### src/rtl/phase_seq_pkg.sv
// rtl/phase_seq_pkg.sv - shared types and constants for the N-phase sequencer
// Contents: state encoding (ST_ACTIVE/ST_RELEASE/ST_SPACER), spacer counter width,
//           idx_width() helper returning the phase-index width for a phase count.
package phase_seq_pkg;

    typedef enum logic [1:0] {
        ST_ACTIVE  = 2'd0,
        ST_RELEASE = 2'd1,
        ST_SPACER  = 2'd2
    } state_e;

    localparam int SP_CNT_W = 4;

    // Width of an index able to address n phases; never below one bit.
    function automatic int idx_width(input int n);
        return (n <= 2) ? 1 : $clog2(n);
    endfunction

endpackage

### src/rtl/phase_seq_wdog.sv
// rtl/phase_seq_wdog.sv - handshake watchdog counter with clear and expire
// Ports: clk, rst (async, active-high), en_i (count this cycle), clr_i (restart count),
//        expire_o (high during the LIMIT-th consecutive enabled cycle).
module phase_seq_wdog #(
    parameter int LIMIT = 64
) (
    input  logic clk,
    input  logic rst,
    input  logic en_i,
    input  logic clr_i,
    output logic expire_o
);

    localparam int CNT_W = $clog2(LIMIT + 1);

    logic [CNT_W-1:0] cnt_q, cnt_d;

    // cnt_q holds the number of enabled cycles already completed, so the
    // LIMIT-th cycle is the one where cnt_q == LIMIT-1.
    assign expire_o = en_i && (cnt_q == CNT_W'(LIMIT - 1));

    always_comb begin
        cnt_d = cnt_q;
        if (clr_i || !en_i) begin
            cnt_d = '0;
        end else begin
            cnt_d = cnt_q + CNT_W'(1);
        end
    end

    always_ff @(posedge clk or posedge rst) begin
        if (rst) begin
            cnt_q <= '0;
        end else begin
            cnt_q <= cnt_d;
        end
    end

endmodule

### src/rtl/phase_seq_gen.sv
// rtl/phase_seq_gen.sv - N-phase one-hot sequencer with return-to-null handshake
// Ports: clk, rst (async, active-high), run_i (allow leaving SPACER), ack_i (stage ack),
//        ph_o (one-hot phase enables), ph_idx_o (current/last phase), busy_o (not in SPACER),
//        rot_cnt_o (completed rotations, wraps), err_o (sticky watchdog error).
// Option: define PHASE_SEQ_TIMEOUT_EN to add the handshake watchdog (phase_seq_wdog).
module phase_seq_gen
    import phase_seq_pkg::*;
#(
    parameter int NUM_PHASES     = 3,
    parameter int SPACER_CYCLES  = 2,
    parameter int ROT_W          = 8,
    parameter int TIMEOUT_CYCLES = 64
) (
    input  logic                          clk,
    input  logic                          rst,
    input  logic                          run_i,
    input  logic                          ack_i,
    output logic [NUM_PHASES-1:0]         ph_o,
    output logic [$clog2(NUM_PHASES)-1:0] ph_idx_o,
    output logic                          busy_o,
    output logic [ROT_W-1:0]              rot_cnt_o,
    output logic                          err_o
);

    localparam int IDX_W = idx_width(NUM_PHASES);
    localparam logic [SP_CNT_W-1:0] SP_LOAD =
        (SPACER_CYCLES > 0) ? SP_CNT_W'(SPACER_CYCLES - 1) : '0;
    localparam logic [IDX_W-1:0] LAST_IDX = IDX_W'(NUM_PHASES - 1);

    state_e                state_q, state_d;
    logic [IDX_W-1:0]      idx_q, idx_d;
    logic [SP_CNT_W-1:0]   sp_cnt_q, sp_cnt_d;
    logic [ROT_W-1:0]      rot_cnt_q, rot_cnt_d;
    logic [NUM_PHASES-1:0] ph_q, ph_d;
    logic                  busy_q, busy_d;
    logic                  err_q, err_d;
    logic                  advance;
    logic                  wd_expire;

`ifdef PHASE_SEQ_TIMEOUT_EN
    logic wd_en;
    logic wd_clr;

    assign wd_en  = (state_q != ST_SPACER);
    assign wd_clr = (state_d != state_q);

    phase_seq_wdog #(
        .LIMIT (TIMEOUT_CYCLES)
    ) u_wdog (
        .clk      (clk),
        .rst      (rst),
        .en_i     (wd_en),
        .clr_i    (wd_clr),
        .expire_o (wd_expire)
    );
`else
    assign wd_expire = 1'b0;
`endif

    always_comb begin
        state_d   = state_q;
        idx_d     = idx_q;
        sp_cnt_d  = sp_cnt_q;
        rot_cnt_d = rot_cnt_q;
        advance   = 1'b0;

        case (state_q)
            ST_ACTIVE: begin
                // A level already high on entry counts as the ack.
                if (ack_i || wd_expire) begin
                    state_d = ST_RELEASE;
                end
            end
            ST_RELEASE: begin
                if (!ack_i || wd_expire) begin
                    if (SPACER_CYCLES > 0) begin
                        state_d  = ST_SPACER;
                        sp_cnt_d = SP_LOAD;
                    end else begin
                        advance = 1'b1;
                    end
                end
            end
            ST_SPACER: begin
                // run_i only gates the exit; the count runs down regardless.
                if (sp_cnt_q != '0) begin
                    sp_cnt_d = sp_cnt_q - SP_CNT_W'(1);
                end else if (run_i) begin
                    advance = 1'b1;
                end
            end
            default: begin
                state_d = ST_ACTIVE;
            end
        endcase

        if (advance) begin
            state_d = ST_ACTIVE;
            if (idx_q == LAST_IDX) begin
                idx_d     = '0;
                rot_cnt_d = rot_cnt_q + ROT_W'(1);
            end else begin
                idx_d = idx_q + IDX_W'(1);
            end
        end

        // Outputs are decoded from the next state so they leave a flop.
        ph_d   = (state_d == ST_ACTIVE) ? (NUM_PHASES'(1) << idx_d) : '0;
        busy_d = (state_d != ST_SPACER);
        err_d  = err_q | wd_expire;
    end

    always_ff @(posedge clk or posedge rst) begin
        if (rst) begin
            state_q   <= ST_ACTIVE;
            idx_q     <= '0;
            sp_cnt_q  <= '0;
            rot_cnt_q <= '0;
            ph_q      <= NUM_PHASES'(1);
            busy_q    <= 1'b1;
            err_q     <= 1'b0;
        end else begin
            state_q   <= state_d;
            idx_q     <= idx_d;
            sp_cnt_q  <= sp_cnt_d;
            rot_cnt_q <= rot_cnt_d;
            ph_q      <= ph_d;
            busy_q    <= busy_d;
            err_q     <= err_d;
        end
    end

    assign ph_o      = ph_q;
    assign ph_idx_o  = $clog2(NUM_PHASES)'(idx_q);
    assign busy_o    = busy_q;
    assign rot_cnt_o = rot_cnt_q;
    assign err_o     = err_q;

endmodule
### config.mk
export PLATFORM = sky130hd
export DESIGN_NAME = phase_seq_gen
export DESIGN_NICKNAME = d
export VERILOG_FILES = /design/src/rtl/phase_seq_pkg.sv /design/src/rtl/phase_seq_wdog.sv /design/src/rtl/phase_seq_gen.sv
export SDC_FILE = /design/constraint.sdc
export NUM_CORES = 1
export LEC_CHECK = 0
export CORE_MARGIN = 1.5
export CORE_UTILIZATION = 40
export DETAILED_ROUTE_END_ITERATION = 12
export HOLD_SLACK_MARGIN = 0.06
export PLACE_DENSITY_LB_ADDON = 0.12
export SLEW_MARGIN = 20
export SYNTH_ARGS = -nofsm -noshare
export SYNTH_HDL_FRONTEND = slang
export SYNTH_SLANG_ARGS = --single-unit
### constraint.sdc
create_clock -name clk -period 3.8 [get_ports clk]
set_clock_uncertainty 0.1 [all_clocks]
set_input_delay 0.76 -clock clk [delete_from_list [all_inputs] [get_ports clk]]
set_output_delay 0.76 -clock clk [all_outputs]
set_load 0.05 [all_outputs]
==> impl_metrics.tcl <==
set metrics [dict create \
    cts_resized 0 \
    grt_overflow 0 \
    hp-class "flop to flop" \
    clk_pin_slew_ns 0.11 \
    cpMaxStageDelayCell "clkdlybuf4s50_1" \
    grt_start_max_net_pins 21 \
    ys_async_sr_fraction_pct 100 \
    hold_buffers 0 \
    multiInputGateArea_um2 498 \
    cp_slowest_stage_delay_ns 0.87 \
    p_per_area_mw_per_mm2 673 \
    routed_wl_um 2090 \
    fillCellCount 248 \
    die_width_um 54.1 \
    slew_headroom_pct 48.4 \
    chipHeight_um 54.1 \
    core_area_mm2 0.00248 \
    row_count 18 \
    numPortBuffers 17 \
    cts_tree "built" \
    cts_setup_buffers 0 \
    ys_top_cells_by_count "18 x dfrtp_1, 7 x nand3_1, 6 x nand2_1" \
    synthCells 97 \
    yosysSeqAreaShare_pct 48.1 \
    tns_ns 0 \
    worst_slack_ns 1.23 \
    gp_congestion 0.729 \
    drt_pre_antenna_iters 4 \
    drive_gt1_share_pct 8.85 \
    status "finished clean" \
    dp_slack_ns 1.42 \
    peakVddDrop_mv 0.398 \
    clock_sinks 20 \
    tightestPinTransition_ns 0.774 \
    synth-edff-count 0 \
    path_class "flop to output port" \
    htreeDepth 1 \
    synth_top_area_cell "dfrtp_1" \
    synth_ff_type "dfrtp_1" \
    grt_pass1_wl_um 3370 \
    syn_area_mm2 0.00105 \
    ant_nets 0 \
    fin_crit_sh_pct 67.6 \
    synth.ff_latch_count 20 \
    wire_per_inst_um 14.6 \
    viasPerCell 5.67 \
    cp_max_fo 10 \
    holdWs_ns 0.372 \
    leakage_nw 0.549 \
    synth_nets 104 \
    die_area_mm2 0.00293 \
    hold_violations 0 \
    cts_buffers 3 \
    arrival_ns 1.71 \
    hpwl_um 1480 \
    initial_core_util_pct 42.2 \
    synth_area_leaders "dfrtp_1 43%, dfstp_2 5.0%, ha_1 3.6%" \
    dr_total_vias 811 \
    crit_buf_inv 1 \
    fmax_mhz 389 \
    grt_usage_pct 16.4 \
    crit_family "buffers and inverters" \
    yosysUniqueCellTypes 43 \
    ios 19 \
    drt_iter0_drc 13 \
    register_area_um2 503 \
    grt_antenna_before_repair 0 \
    diodes 0 \
    cp.required_ns 2.94 \
    startpoint_type "flop" \
    path_cells "clkdlybuf4s50_1" \
    cts_root_buf "clkbuf_4" \
    postLayoutCoreUtil_pct 51.0 \
    drc 0 \
    synth_most_common_cell "dfrtp_1" \
    clk_latency_ns 0.30 \
    drv_cap 0 \
    rsz0062_at_grt "no" \
    fin_crit_ns 2.57 \
    synth_top_area_share_pct 43.1 \
    slew_viol_final 0 \
    setup_viol 0 \
    fin_nets 121 \
    area_growth_pct 20.8 \
    crit_path_end_kind "output port" \
    placed_cell_area_mm2 0.00123 \
    finalInstanceArea_mm2 0.00126 \
    avgSynthCellArea_um2 10.8 \
    grt_pass1_vias 735 \
    clockBufferDepth 2 \
    yosysWarnings 0 \
]
[through the flow]
step / std cells / total power [mW]
2_1_floorplan: 97 / 0.626
3_3_place_gp: 139 / 0.720
3_5_place_dp: 139 / 0.730
4_1_cts: 143 / 0.858
5_1_grt: 143 / 0.904
6_report: 143 / 0.851
[final timing paths]
check / depth (start not counted) / endpoint / slack, ns / start
worst min-delay path: 1 / rot_cnt_o[7] / 0.37 / rot_cnt_o[7]
min in group asynchronous: 2 / state_q[1] / 0.78 / rst
worst max-delay path: 1 / ph_idx_o[1] / 1.23 / ph_idx_o[1]
max in group asynchronous: 2 / rot_cnt_o[2] / 2.34 / rst
worst min register to register: 1 / rot_cnt_o[7] / 0.37 / rot_cnt_o[7]
worst max register to register: 5 / rot_cnt_o[3] / 1.88 / sp_cnt_q[0]
[cell type report]
| type | instances | area share, % |
|---|---|---|
| sequential | 20 | 39.8 |
| multi-input combinational | 67 | 39.4 |
| timing repair buffer | 17 | 13.5 |
| tap | 30 | 2.97 |
| clock buffer | 4 | 2.87 |
| inverter | 5 | 1.49 |
[cell families (layout without fill, tap and decap cells)]
group	after synthesis	count (layout)	synth area share (%)
adders and majority gates	3	3	3.59
AOI/OAI and AO/OA	18	18	12.0
DFF	20	20	48.1
and+or+nand+nor	37	37	24.0
other	1	1	0.359
xor gates and xnor gates	7	7	6.58
muxes	1	1	1.08
buffers and inverters	10	26	4.31
[layout by cell type, fill, tap and decap left out, drive strengths merged, types with 4 or more instances in the layout]
| master | n |
|---|---|
| o21ai | 5 |
| clkbuf | 4 |
| dfrtp | 18 |
| nand3 | 7 |
| inv | 5 |
| clkdlybuf4s50 | 17 |
| nand2 | 6 |
| xnor2 | 4 |
[state kept, by name, summed over array words and instances (netlist names)]
signal and count:
rot_cnt_o 8, sp_cnt_q 4, ph_o 3, ph_idx_o 2, state_q 2, busy_o 1
[where the power goes]
| part | switching [mW] | total (mW) | internal (mW) |
|---|---|---|---|
| clock | 0.0667 | 0.125 | 0.0585 |
| sequential | 0.0786 | 0.352 | 0.274 |
| combinational | 0.226 | 0.373 | 0.147 |
[routing by layer]
layer / GRT usage [%] / vias to the layer above / share of wire, %
li1: - / 382 / -
met3: 5.83 / 2 / 4.1
met1: 20.2 / 409 / 46
met5: 0 / - / 0
met4: 5.00 / 0 / 0.96
met2: 26.7 / 18 / 49
(Power assumes the default switching activity.)
